--- src/rtl/nn_pkg.sv ---
// Shared types and helpers for the time-multiplexed perceptron layer.
package nn_pkg;

    typedef enum logic [1:0] {
        ST_IDLE    = 2'd0,
        ST_COMPUTE = 2'd1,
        ST_FINAL   = 2'd2,
        ST_DONE    = 2'd3
    } state_t;

    // Accumulator width: full product plus growth over N_IN terms, bias and threshold.
    function automatic int unsigned acc_w(input int unsigned dw, input int unsigned n_in);
        return 2 * dw + $clog2(n_in) + 2;
    endfunction

    // Parameter slot index: neuron n holds w[0..n_in-1], bias, threshold.
    function automatic int unsigned slot(input int unsigned n, input int unsigned k,
                                         input int unsigned n_in);
        return n * (n_in + 2) + k;
    endfunction

endpackage

--- src/rtl/nn_mac_unit.sv ---
// Shared multiply-accumulate: unsigned sample times signed weight into a signed accumulator.
module nn_mac_unit
    import nn_pkg::*;
#(
    parameter int unsigned DW    = 8,
    parameter int unsigned ACC_W = acc_w(8, 4)
) (
    input  logic                    clk,
    input  logic                    rst_n,
    input  logic                    i_en,
    input  logic                    i_clr,
    input  logic                    i_acc,
    input  logic [DW-1:0]           i_a,
    input  logic [DW-1:0]           i_b,
    output logic signed [ACC_W-1:0] o_acc
);

    logic signed [ACC_W-1:0] w_a;
    logic signed [ACC_W-1:0] w_b;
    logic signed [ACC_W-1:0] w_prod;
    logic signed [ACC_W-1:0] r_acc;

    assign w_a    = {{(ACC_W-DW){1'b0}}, i_a};
    assign w_b    = {{(ACC_W-DW){i_b[DW-1]}}, i_b};
    assign w_prod = w_a * w_b;
    assign o_acc  = r_acc;

    // Accumulator: clear wins over accumulate; everything holds while disabled.
    always_ff @(posedge clk or negedge rst_n) begin
        if (!rst_n) begin
            r_acc <= '0;
        end else if (i_en) begin
            if (i_clr) begin
                r_acc <= '0;
            end else if (i_acc) begin
                r_acc <= r_acc + w_prod;
            end
        end
    end

endmodule

--- src/rtl/nn_layer_engine.sv ---
// Perceptron layer: serial parameter load, sequenced shared MAC, step/ReLU activation, recirculation.
module nn_layer_engine
    import nn_pkg::*;
#(
    parameter  int unsigned N_IN   = 4,
    parameter  int unsigned N_NEUR = 4,
    parameter  int unsigned DW     = 8,
    localparam int unsigned SEL_W  = (N_NEUR > 1) ? $clog2(N_NEUR) : 1
) (
    input  logic             clk,
    input  logic             rst_n,
    input  logic             ena,
    input  logic             cfg_valid,
    input  logic [DW-1:0]    cfg_data,
    input  logic             in_valid,
    input  logic [DW-1:0]    in_data,
    output logic             in_ready,
    input  logic             act_mode,
    input  logic             recirc,
    output logic             busy,
    output logic             done,
    output logic             cfg_full,
    input  logic [SEL_W-1:0] out_sel,
    output logic [DW-1:0]    out_data
);

    localparam int unsigned ACC_W     = acc_w(DW, N_IN);
    localparam int unsigned N_SLOT    = N_NEUR * (N_IN + 2);
    localparam int unsigned CPW       = $clog2(N_SLOT);
    localparam int unsigned IPW       = (N_IN > 1) ? $clog2(N_IN) : 1;
    localparam int unsigned N_CP      = (N_IN < N_NEUR) ? N_IN : N_NEUR;
    localparam bit          RECIRC_OK = (N_IN == N_NEUR);
    localparam logic signed [ACC_W-1:0] RES_MAX = {{(ACC_W-DW){1'b0}}, {DW{1'b1}}};

    state_t             r_state;
    logic [DW-1:0]      r_cfg [N_SLOT];
    logic [DW-1:0]      r_in  [N_IN];
    logic [DW-1:0]      r_res [N_NEUR];
    logic [CPW-1:0]     r_cfg_ptr;
    logic [IPW-1:0]     r_in_ptr;
    logic [IPW-1:0]     r_i;
    logic [SEL_W-1:0]   r_n;
    logic               r_act_mode;
    logic               r_cfg_full;
    logic               r_busy;
    logic               r_done;
    logic               r_in_ready;

    logic [CPW-1:0]          w_w_idx;
    logic [CPW-1:0]          w_b_idx;
    logic [CPW-1:0]          w_t_idx;
    logic signed [ACC_W-1:0] w_acc;
    logic signed [ACC_W-1:0] w_bias_x;
    logic signed [ACC_W-1:0] w_th_x;
    logic signed [ACC_W-1:0] w_sum;
    logic signed [ACC_W-1:0] w_diff;
    logic [DW-1:0]           w_res_new;
    logic [DW-1:0]           w_res_pad [2**SEL_W];

    assign w_w_idx  = CPW'(slot(32'(r_n), 32'(r_i), N_IN));
    assign w_b_idx  = CPW'(slot(32'(r_n), N_IN, N_IN));
    assign w_t_idx  = CPW'(slot(32'(r_n), N_IN + 1, N_IN));
    assign w_bias_x = {{(ACC_W-DW){r_cfg[w_b_idx][DW-1]}}, r_cfg[w_b_idx]};
    assign w_th_x   = {{(ACC_W-DW){r_cfg[w_t_idx][DW-1]}}, r_cfg[w_t_idx]};
    assign w_sum    = w_acc + w_bias_x;
    assign w_diff   = w_sum - w_th_x;

    assign in_ready = r_in_ready;
    assign busy     = r_busy;
    assign done     = r_done;
    assign cfg_full = r_cfg_full;

    nn_mac_unit #(
        .DW    (DW),
        .ACC_W (ACC_W)
    ) u_mac (
        .clk   (clk),
        .rst_n (rst_n),
        .i_en  (ena),
        .i_clr (r_state == ST_FINAL),
        .i_acc (r_state == ST_COMPUTE),
        .i_a   (r_in[r_i]),
        .i_b   (r_cfg[w_w_idx]),
        .o_acc (w_acc)
    );

    // Activation of the neuron being finalised; clamp evaluated at full accumulator width.
    always_comb begin
        w_res_new = '0;
        if (!r_act_mode) begin
            if (w_sum >= w_th_x) w_res_new = DW'(1);
        end else if (w_diff[ACC_W-1]) begin
            w_res_new = '0;
        end else if (w_diff > RES_MAX) begin
            w_res_new = '1;
        end else begin
            w_res_new = w_diff[DW-1:0];
        end
    end

    // Result select: unused select codes read back as zero.
    always_comb begin
        for (int k = 0; k < 2**SEL_W; k++) w_res_pad[k] = '0;
        for (int k = 0; k < N_NEUR; k++)   w_res_pad[k] = r_res[k];
    end

    assign out_data = w_res_pad[out_sel];

    // Sequencer, parameter/input/result storage and registered status flags.
    always_ff @(posedge clk or negedge rst_n) begin
        if (!rst_n) begin
            r_state    <= ST_IDLE;
            r_cfg_ptr  <= '0;
            r_in_ptr   <= '0;
            r_i        <= '0;
            r_n        <= '0;
            r_act_mode <= 1'b0;
            r_cfg_full <= 1'b0;
            r_busy     <= 1'b0;
            r_done     <= 1'b0;
            r_in_ready <= 1'b1;
            for (int k = 0; k < N_SLOT; k++) r_cfg[k] <= '0;
            for (int k = 0; k < N_IN; k++)   r_in[k]  <= '0;
            for (int k = 0; k < N_NEUR; k++) r_res[k] <= '0;
        end else if (ena) begin
            r_done <= 1'b0;
            case (r_state)
                ST_IDLE: begin
                    if (cfg_valid) begin
                        r_cfg[r_cfg_ptr] <= cfg_data;
                        if (r_cfg_ptr == CPW'(N_SLOT - 1)) begin
                            r_cfg_ptr  <= '0;
                            r_cfg_full <= 1'b1;
                        end else begin
                            r_cfg_ptr <= r_cfg_ptr + CPW'(1);
                        end
                    end
                    if (in_valid) begin
                        r_in[r_in_ptr] <= in_data;
                        if (r_in_ptr == IPW'(N_IN - 1)) begin
                            r_in_ptr   <= '0;
                            r_act_mode <= act_mode;
                            r_i        <= '0;
                            r_n        <= '0;
                            r_busy     <= 1'b1;
                            r_in_ready <= 1'b0;
                            r_state    <= ST_COMPUTE;
                        end else begin
                            r_in_ptr <= r_in_ptr + IPW'(1);
                        end
                    end else if (recirc && RECIRC_OK && (r_in_ptr == '0)) begin
                        for (int k = 0; k < N_CP; k++) r_in[k] <= r_res[k];
                        r_act_mode <= act_mode;
                        r_i        <= '0;
                        r_n        <= '0;
                        r_busy     <= 1'b1;
                        r_in_ready <= 1'b0;
                        r_state    <= ST_COMPUTE;
                    end
                end
                ST_COMPUTE: begin
                    if (r_i == IPW'(N_IN - 1)) begin
                        r_state <= ST_FINAL;
                    end else begin
                        r_i <= r_i + IPW'(1);
                    end
                end
                ST_FINAL: begin
                    r_res[r_n] <= w_res_new;
                    r_i        <= '0;
                    if (r_n == SEL_W'(N_NEUR - 1)) begin
                        r_state <= ST_DONE;
                    end else begin
                        r_n     <= r_n + SEL_W'(1);
                        r_state <= ST_COMPUTE;
                    end
                end
                ST_DONE: begin
                    r_done     <= 1'b1;
                    r_busy     <= 1'b0;
                    r_in_ready <= 1'b1;
                    r_state    <= ST_IDLE;
                end
                default: r_state <= ST_IDLE;
            endcase
        end
    end

endmodule

--- config.mk ---
export PLATFORM = sky130hd
export DESIGN_NAME = nn_layer_engine
export DESIGN_NICKNAME = d
export VERILOG_FILES = /design/src/rtl/nn_pkg.sv /design/src/rtl/nn_mac_unit.sv /design/src/rtl/nn_layer_engine.sv
export SDC_FILE = /design/constraint.sdc
export NUM_CORES = 1
export LEC_CHECK = 0
export CAP_MARGIN = 20
export CORE_AREA = 2 2 212 214
export CTS_BUF_LIST = sky130_fd_sc_hd__clkbuf_4 sky130_fd_sc_hd__clkbuf_8
export CTS_CLUSTER_DIAMETER = 150
export DETAILED_ROUTE_END_ITERATION = 6
export DIE_AREA = 0 0 214 216
export GPL_TIMING_DRIVEN = 0
export PLACE_DENSITY = 0.66
export SYNTH_ARGS = -nofsm -noshare
export SYNTH_HDL_FRONTEND = slang
export SYNTH_HIERARCHICAL = 1
export SYNTH_SLANG_ARGS = --single-unit
--- constraint.sdc ---
create_clock -name clk -period 19.9 [get_ports clk]
set_clock_uncertainty 0.05 [all_clocks]
set_input_delay 2.985 -clock clk [delete_from_list [all_inputs] [get_ports clk]]
set_output_delay 2.985 -clock clk [all_outputs]
set_load 0.01 [all_outputs]
# ---- After elaboration in Yosys (flattened, before gate mapping)
# Index checks and enable logic that the tools add are counted.
dict set report op_classes {
  add_sub_neg 10
  mul 2
  div 0
  order_cmp 13
  eq_ne 13
  shift 0
  mux 59
  bitwise 8
  n_reduce_logical 22
}
# cell n
set ops {}
lappend ops {{192-bit bitwise mux} 1}
lappend ops {{8-bit two-way mux} 16}
lappend ops {{8-bit binary-select mux with 5-bit select} 3}
lappend ops {{32-bit bitwise mux} 2}
lappend ops {{32-bit two-way mux} 2}
lappend ops {{8-bit demux with 5-bit select} 1}
lappend ops {{20-bit two-way mux} 2}
lappend ops {{8-bit binary-select mux with 2-bit select} 2}
lappend ops {{8-bit demux with 2-bit select} 2}
lappend ops {{6-bit >= comparator, second input constant} 4}
lappend ops {{5-bit NOT with 6-bit output} 4}
lappend ops {{2-bit two-way mux} 11}
lappend ops {{20-bit adder} 1}
lappend ops {{20-bit by 8-bit adder with 20-bit output} 1}
lappend ops {{20-bit by 8-bit >= comparator with 1-bit output} 1}
lappend ops {{20-bit by 9-bit greater-than comparator with 1-bit output, second input constant} 1}
lappend ops {{20-bit by 8-bit subtractor with 20-bit output} 1}
lappend ops {{9-bit by 8-bit multiplier with 17-bit output} 1}
lappend ops {{4-bit AND reduction} 4}
lappend ops {{3-bit >= comparator, second input constant} 4}
lappend ops {{2-bit NOT with 3-bit output} 4}
lappend ops {{1-bit two-way mux} 11}
lappend ops {{5-bit by 3-bit adder with 5-bit output, second input constant} 2}
lappend ops {{2-bit equality test, second input constant} 5}
lappend ops {{other kinds (23)} 41}
dict set report word_totals {
  reg_bits 294
  latch_bits 0
  mem_bits_rw 0
  rom_bits 0
  in_bits 25
  out_inout_bits 12
  elab_cells 170
  mem_count 0
}

# ---- Depth between registers and ports, before layout
# Gate-level depths: netlist of the first run.
dict set report logic_depth {
  depth_word 13
  ltp_mapped 30
  depth_no_buf 25
}

# ---- Cells and area by module
# The synthesis of the first run kept the hierarchy.
# mod n_inst cells_per_inst area_each_um2 seq_area_each_um2
set by_module_without_submodules {}
lappend by_module_without_submodules {nn_layer_engine 1 1362 16628.4 6857.8}
lappend by_module_without_submodules {nn_mac_unit 1 406 3757.4 500.5}

# ---- Least setup slack after synthesis of the first run
# No wires, ideal clock.
dict set report synth_timing {
  path_type {register to register}
  start {register r_n[0]}
  end {register u_mac.r_acc[16], in the netlist u_mac/o_acc[16]}
  setup_ns 0.122
  t_arrival_ns 8.437
  required_ns 19.728
  path_slack_ns 11.291
  stages_incl_launch_ff 25
  n_path_buf 5
  synth_period_minus_slack_ns 8.609
  cell_sequence {dfrtp_1 > clkbuf_1 > buf_1 > clkbuf_1 > inv_1 > ha_1 > ha_1 > buf_1 > buf_1 > mux2i_1 > o21ai_0 > inv_1 > fa_1 > inv_1 > fa_1 > fa_1 > fa_1 > fa_1 > ha_1 > o21ai_1 > a21oi_2 > o31ai_4 > a211oi_1 > or3_1 > a32o_1}
}
dict set report synth_via {
  elab_chain_len 10
}
# item line_no
set synth_lines {}
lappend synth_lines {{start, declared} nn_layer_engine.sv:42} ;# logic [SEL_W-1:0] r_n;
lappend synth_lines {{start signal, assigned} nn_layer_engine.sv:174} ;# r_n <= r_n + SEL_W'(1);
lappend synth_lines {{2-bit by 2-bit multiplier with 4-bit output} nn_pkg.sv:19} ;# return n * (n_in + 2) + k;
lappend synth_lines {{5-bit by 2-bit adder with 5-bit output} nn_pkg.sv:19}
lappend synth_lines {{5-bit NOT with 6-bit output (implied by the code)} nn_layer_engine.sv:83} ;# .i_b (r_cfg[w_w_idx]),
lappend synth_lines {{8-bit binary-select mux with 5-bit select} nn_layer_engine.sv:83}
lappend synth_lines {{8-bit two-way mux (implied by the code) (2 in a row)} nn_layer_engine.sv:83}
lappend synth_lines {{9-bit by 8-bit multiplier with 17-bit output} nn_mac_unit.sv:25} ;# assign w_prod = w_a * w_b;
lappend synth_lines {{20-bit adder} nn_mac_unit.sv:36} ;# r_acc <= r_acc + w_prod;
lappend synth_lines {{20-bit two-way mux} nn_mac_unit.sv:35} ;# end else if (i_acc) begin
lappend synth_lines {{20-bit two-way mux} nn_mac_unit.sv:33} ;# if (i_clr) begin
lappend synth_lines {{end signal, assigned} nn_mac_unit.sv:36}
lappend synth_lines {{end, declared} nn_mac_unit.sv:21} ;# logic signed [ACC_W-1:0] r_acc;
# No other way between the ends. The select of a mux whose other input is x is not followed.
# A chain may end at the register's enable or synchronous reset.

# ---- Worst setup path after layout of the first run
# Same ends and word-level chain as after synthesis.

==> results of run 1 <==
## metal layers
metal / vias to the layer above / GRT usage / routed length, µm
li1: 6727 / - / -
met1: 7665 / 0.317 / 23000
met2: 598 / 0.422 / 27700
met3: 146 / 0.0557 / 4310
met4: 0 / 0.112 / 2400
met5: - / 0 / 0
## worst paths after layout
kind | start | endpoint | slack [ns] | cells after the start
worst max register to register | r_n[0] | u_mac/o_acc[16] | 9.37 | 27
worst min-delay path | cfg_full | cfg_full | 0.42 | 1
worst max-delay path | r_n[0] | u_mac/o_acc[16] | 9.37 | 27
max in group asynchronous | rst_n | r_cfg[102] | 15.98 | 3
min in group asynchronous | rst_n | r_in[26] | 2.40 | 1
worst min register to register | cfg_full | cfg_full | 0.42 | 1
## cell usage after synthesis, types with 37 or more instances
library cell	count
ha_1	117
fa_1	54
nand2_1	172
nor2_1	55
and2_1	37
mux2_2	196
dfrtp_1	293
inv_1	104
clkbuf_1	70
a21oi_1	78
o21ai_0	63
mux4_2	119
o22ai_1	48
## cell families (layout without fill, tap and decap cells)
kind of cell             count (synthesis)  count (layout)
adder cells (fa/ha/maj)                171             171
XOR/XNOR                                45              45
AO/OA/AOI/OAI                          354             354
flip-flops                             294             294
multiplexers                           335             335
AND/OR/NAND/NOR                        371             371
buffers and inverters                  198             327
## metrics by stage
step	setup WS [ns]	hold WS [ns]
6_report	9.37	0.424
5_1_grt	8.65	0.435
4_1_cts	9.34	0.428
3_5_place_dp	9.42	0.412
3_3_place_gp	3.06	0.399
2_1_floorplan	11.29	0.416
## final cells by class
type | instances | share of cell area
plain buffers | 94 | 0.0162
clock buffers | 75 | 0.0423
inverters | 104 | 0.0172
multi-input cells | 1276 | 0.542
repair buffers | 48 | 0.0228
flip-flops and latches | 294 | 0.325
clock inverters | 6 | 0.00193
well taps | 592 | 0.0327
## registers in the layout, indices dropped and copies added (netlist names)
register     cells
r_cfg          192
r_in            32
r_res           32
u_mac/o_acc     20
r_cfg_ptr        5
r_i              2
r_in_ptr         2
r_n              2
r_state          2
busy             1
cfg_full         1
done             1
in_ready         1
r_act_mode       1
## critical path: stages, from the launching register on
cell and delay, ns:
dfrtp_1 0.47, clkbuf_1 0.50, buf_1 0.74, clkbuf_1 0.74, inv_1 0.21, ha_1 0.52, ha_1 0.35, buf_1 0.55
buf_1 0.79, mux2i_1 0.21, o21ai_0 0.54, clkbuf_1 0.38, nand2_1 0.13, fa_1 0.52, inv_1 0.05, fa_1 0.49
inv_1 0.05, fa_1 0.53, inv_1 0.05, fa_1 0.41, fa_1 0.48, ha_1 0.36, o21ai_1 0.18, a21oi_2 0.08
o31ai_4 0.28, a211oi_1 0.15, or3_1 0.32, a32o_1 0.25
==> flow_summary.ini, run 1 <==
[run_status]
status = completed

[detailed_routing]
route.vias.total = 15100
detailed_route_vias_per_instance = 6.08
drt_drc_violations_left = 0
antenna_violating_nets_post_route = 0
drt-wirelength-per-cell_um = 23.1
drt_pre_antenna_iters = 5
drt_wl_total_um = 57400
first_iter_violations = 1333

[sta]
setup-violations-final = 0
max_freq_mhz = 95.0
worst_margin_slew_ns = 1.14
timing_max_transition_violations_final = 0
rsz0062_at_grt = no
period_share = 0.529
final_period_minus_worst_setup_slack_ns = 10.53
tns_ns = 0
final_hold_viol_count = 0
worst_slew_margin_rel = 0.236

[worst_hold_path]
hold_path.class = reg2reg

[cts]
post_cts_resized = 0
holdBufCountCts = 0
cts_max_path_buffers = 3
cts.sinks = 294
htreeDepth = 2
tritoncts_clock_tree = done
worst_setup_hold_path_clk_slew_ns = 0.06
clock_root_buffer = clkbuf_8
cts_buffers = 51
cts_setup_buffers = 0
worstSkewPairLatency_ns = 0.64

[global_routing]
grt_max_degree = 119
grt_overflow = 0
grt_use_total = 0.253
number_of_global_route_vias_before_repair = 15900
grt_antenna_before_repair = 1
global_route_wire_length_before_repair_um = 90900

[floorplanning]
std_cell_rows = 77
die-height_um = 216
die_w_um = 214
initial_core_util = 0.465
top_level_ports = 37
coreArea_um2 = 43800
die_area_um2 = 46200

[final_layout]
nets = 2065
layout-drive-gt1-share = 0.237
register_area_um2 = 7360
stdcell_count = 2489
fill_cells = 3805
fin_area_um2 = 22600
final_util = 0.517
commonest_non_fill_non_tap_cells_in_the_layout = 293 x dfrtp_1, 196 x mux2_2, 172 x nand2_1, 119 x mux4_2, 117 x ha_1
multiInputGateArea_um2 = 12300
area.growth.synth_to_final_pct = 11.1
number_of_diodes_added_for_antenna_fixing = 0
mostFrequentLayoutCell = dfrtp_1

[synthesis]
yosysTopAreaCell = dfrtp_1
number_of_warnings_reported_in_the_yosys_synthesis_log = 6
synthCells = 1768
synth.mux.area_fraction = 0.250
synth_simple_gate_area_frac = 0.0937
synth.yosys.seq_area_share = 0.361
syn-num-nets = 1964
ys_dominant_reg_cell = dfrtp_1
synth.cell_area_um2 = 20400
async_set_or_reset_flop_fraction_in_the_synthesized_netlist = 1.00
synth_fa_ha_area_frac = 0.125
yosys.area_share.xor_xnor = 0.0212
postSynthAreaPerCell_um2 = 11.5
synth_top_area_frac = 0.360
synth_compound_area_frac = 0.112
synth_edf_count = 0
synthTopCellsByArea = dfrtp_1 36%, mux4_2 13%, mux2_2 11%
ys_types = 85
synth-seq-cells = 294
main_combinational_cell_family_by_area_after_synthesis = multiplexers

[place]
post_dp_cell_area_um2 = 21600
numPortBuffers = 34
numPlacedInstances = 2405
gp_routability_congestion = 0.927
post-dp-hpwl_um = 42200

[setup_path]
worst-endpoint-required_ns = 20.34
crit_path_end_kind = flop
cp.arrival_ns = 10.97
worstSetupPathType = reg2reg
timing.critical_path.fanout_max = 10
worst_setup_path_start_kind = flop

[job]
max-cap-violations = 0
Power of run 1 is not shown: default switching activity piles up to over one toggle a cycle in this logic, so the estimate is an artifact.
==> inputs of run 2 (changes only) <==
PLACE_DENSITY = 0.69   (was 0.66)
clock period = 9.6 ns   (was 19.9 ns; I/O delays follow)
==> run 2 against run 1 <==
  * Non-clock buffer count shrank 1
  * Worst setup slack lost 8.7 ns
  * Global-route usage shrank 0.48 points
  * Final cell count grew 0.28%
  * Register-to-register slack lost 8.7 ns
  * Clock-buffer cell count grew 5
  * First-iteration DRC count grew 18%
  * Maximum frequency grew 17%
  * Via count grew 1.1%
  * Critical endpoint unchanged
  * Largest cell class unchanged
==> flow_summary.ini, run 2 (synthesis results as in run 1) <==
[run_status]
status = completed

[sta]
final_period_minus_worst_setup_slack_ns = 8.96
timing_max_transition_violations_final = 0
max_freq_mhz = 112
period_share = 0.933
worst_margin_slew_ns = 1.08
final_hold_viol_count = 0
rsz0062_at_grt = no
worst_slew_margin_rel = 0.280
setup-violations-final = 0

[place]
numPortBuffers = 34
post-dp-hpwl_um = 41800
gp_routability_congestion = 0.960
numPlacedInstances = 2405

[cts]
holdBufCountCts = 0
clock_root_buffer = clkbuf_8
worst_setup_hold_path_clk_slew_ns = 0.07
htreeDepth = 2
tritoncts_clock_tree = done
cts_setup_buffers = 0
cts.sinks = 294
cts_max_path_buffers = 3
cts_buffers = 49
worstSkewPairLatency_ns = 0.63

[floorplanning]
die_area_um2 = 46200
std_cell_rows = 77
top_level_ports = 37
coreArea_um2 = 43800
die_w_um = 214
die-height_um = 216
initial_core_util = 0.465

[final_layout]
nets = 2062
commonest_non_fill_non_tap_cells_in_the_layout = 293 x dfrtp_1, 196 x mux2_2, 172 x nand2_1, 119 x mux4_2, 116 x ha_1
largest_register_ff_count = 192
layout-drive-gt1-share = 0.245
layout_top_registers = r_cfg: 192 flops, r_in: 32 flops, r_res: 32 flops
area.growth.synth_to_final_pct = 11.6
registers.top_by_ff_count = r_cfg
mostFrequentLayoutCell = dfrtp_1
stdcell_count = 2496

[global_routing]
number_of_global_route_vias_before_repair = 15700
grt_use_total = 0.248
grt_overflow = 0
grt_max_degree = 123
grt_antenna_before_repair = 1
global_route_wire_length_before_repair_um = 89800

[setup_path]
r2r-start = r_n[0]
worst-r2r-setup-slack_ns = 0.64
worst_setup_path_start_kind = flop
setup.worst_path.end = u_mac/o_acc[16]
worst-endpoint-required_ns = 10.03
reg2reg_depth = 25
cp.arrival_ns = 9.39
worstSetupPathType = reg2reg
timing.rr.end = u_mac/o_acc[16]
crit_path_end_kind = flop
timing.critical_path.fanout_max = 16
worstSetupStartpoint = r_n[0]

[detailed_routing]
drt-wirelength-per-cell_um = 22.7
drt_drc_violations_left = 0
first_iter_violations = 1573
drt_pre_antenna_iters = 6
drt_wl_total_um = 56700
route.vias.total = 15300
detailed_route_vias_per_instance = 6.13
antenna_violating_nets_post_route = 0

[worst_hold_path]
hold_path.class = reg2reg

[job]
max-cap-violations = 0
==> run 2: changes by cell type in the layout (fill, tap and decap cells not counted), moves of 2 or more <==
cell / delta
clkbuf_1: -6
clkbuf_4: +6
clkbuf_2: +5
buf_1: -3
o21ai_0: +2
o21ai_1: -2
==> run 2: final cells by class <==
cell class | count | area, µm²
fill | 3814 | 21100
multi-input combinational | 1276 | 12300
sequential | 294 | 7360
clock buffer | 80 | 988
tap | 592 | 741
timing repair buffer | 49 | 541
inverter | 104 | 390
buffer | 92 | 375
clock inverter | 8 | 85.1
antenna | 1 | 2.50
==> run 2: how the worst min path moves through the flow <==
stage / from / to / slack, ns / cells past startpoint
final: cfg_full / cfg_full / 0.42 / 1
after global routing: cfg_full / cfg_full / 0.46 / 1
after CTS: cfg_full / cfg_full / 0.43 / 1
after detailed placement: cfg_full / cfg_full / 0.41 / 1
after global placement: cfg_full / cfg_full / 0.40 / 1
after floorplan: r_res[8] / r_res[8] / 0.42 / 2
==> run 2: critical path, stage by stage (launching register included) <==
cell and delay (ns):
dfrtp_1 0.48, clkbuf_2 0.58, buf_2 0.51, inv_1 0.15, ha_1 0.49, ha_2 0.59
clkdlybuf4s15_2 0.55, mux2i_1 0.13, o21ai_0 0.43, clkbuf_1 0.43, nand2_1 0.15, fa_1 0.52
inv_1 0.06, fa_1 0.51, inv_1 0.06, fa_1 0.54, inv_1 0.05, fa_1 0.40
fa_1 0.47, ha_1 0.36, o21ai_1 0.19, a21oi_2 0.08, o31ai_4 0.29, a211oi_1 0.16
or3_1 0.33, a32o_1 0.25
==> run 2: per-layer routing <==
layer  part of all wire  vias up  global-route usage
li1                   -     6738                   -
met1               0.41     7747               0.325
met2               0.48      660               0.409
met3              0.073      159              0.0430
met4              0.042        0               0.105
met5                  0        -                   0
==> run 2: stage by stage <==
| stage | TNS (ns) | util | setup slack (ns) | cell area (µm²) | hold WS (ns) |
|---|---|---|---|---|---|
| detailed placement | -29.07 | 0.493 | -0.961 | 21600 | 0.410 |
| global placement | -1653.66 | 0.490 | -5.56 | 21500 | 0.400 |
| finish | 0 | 0.519 | 0.638 | 22800 | 0.424 |
| CTS | 0 | 0.518 | 0.0851 | 22700 | 0.429 |
| global route | 0 | 0.519 | 0.183 | 22800 | 0.461 |
| floorplan | 0 | - | 0.991 | 20400 | 0.416 |
==> run 2: repair_timing <==
item	CTS	global route
resized for setup	7	9
endpoints found under the setup margin	45	40
endpoints found under the hold margin	0	0
Power of run 2 is left out for the same reason.
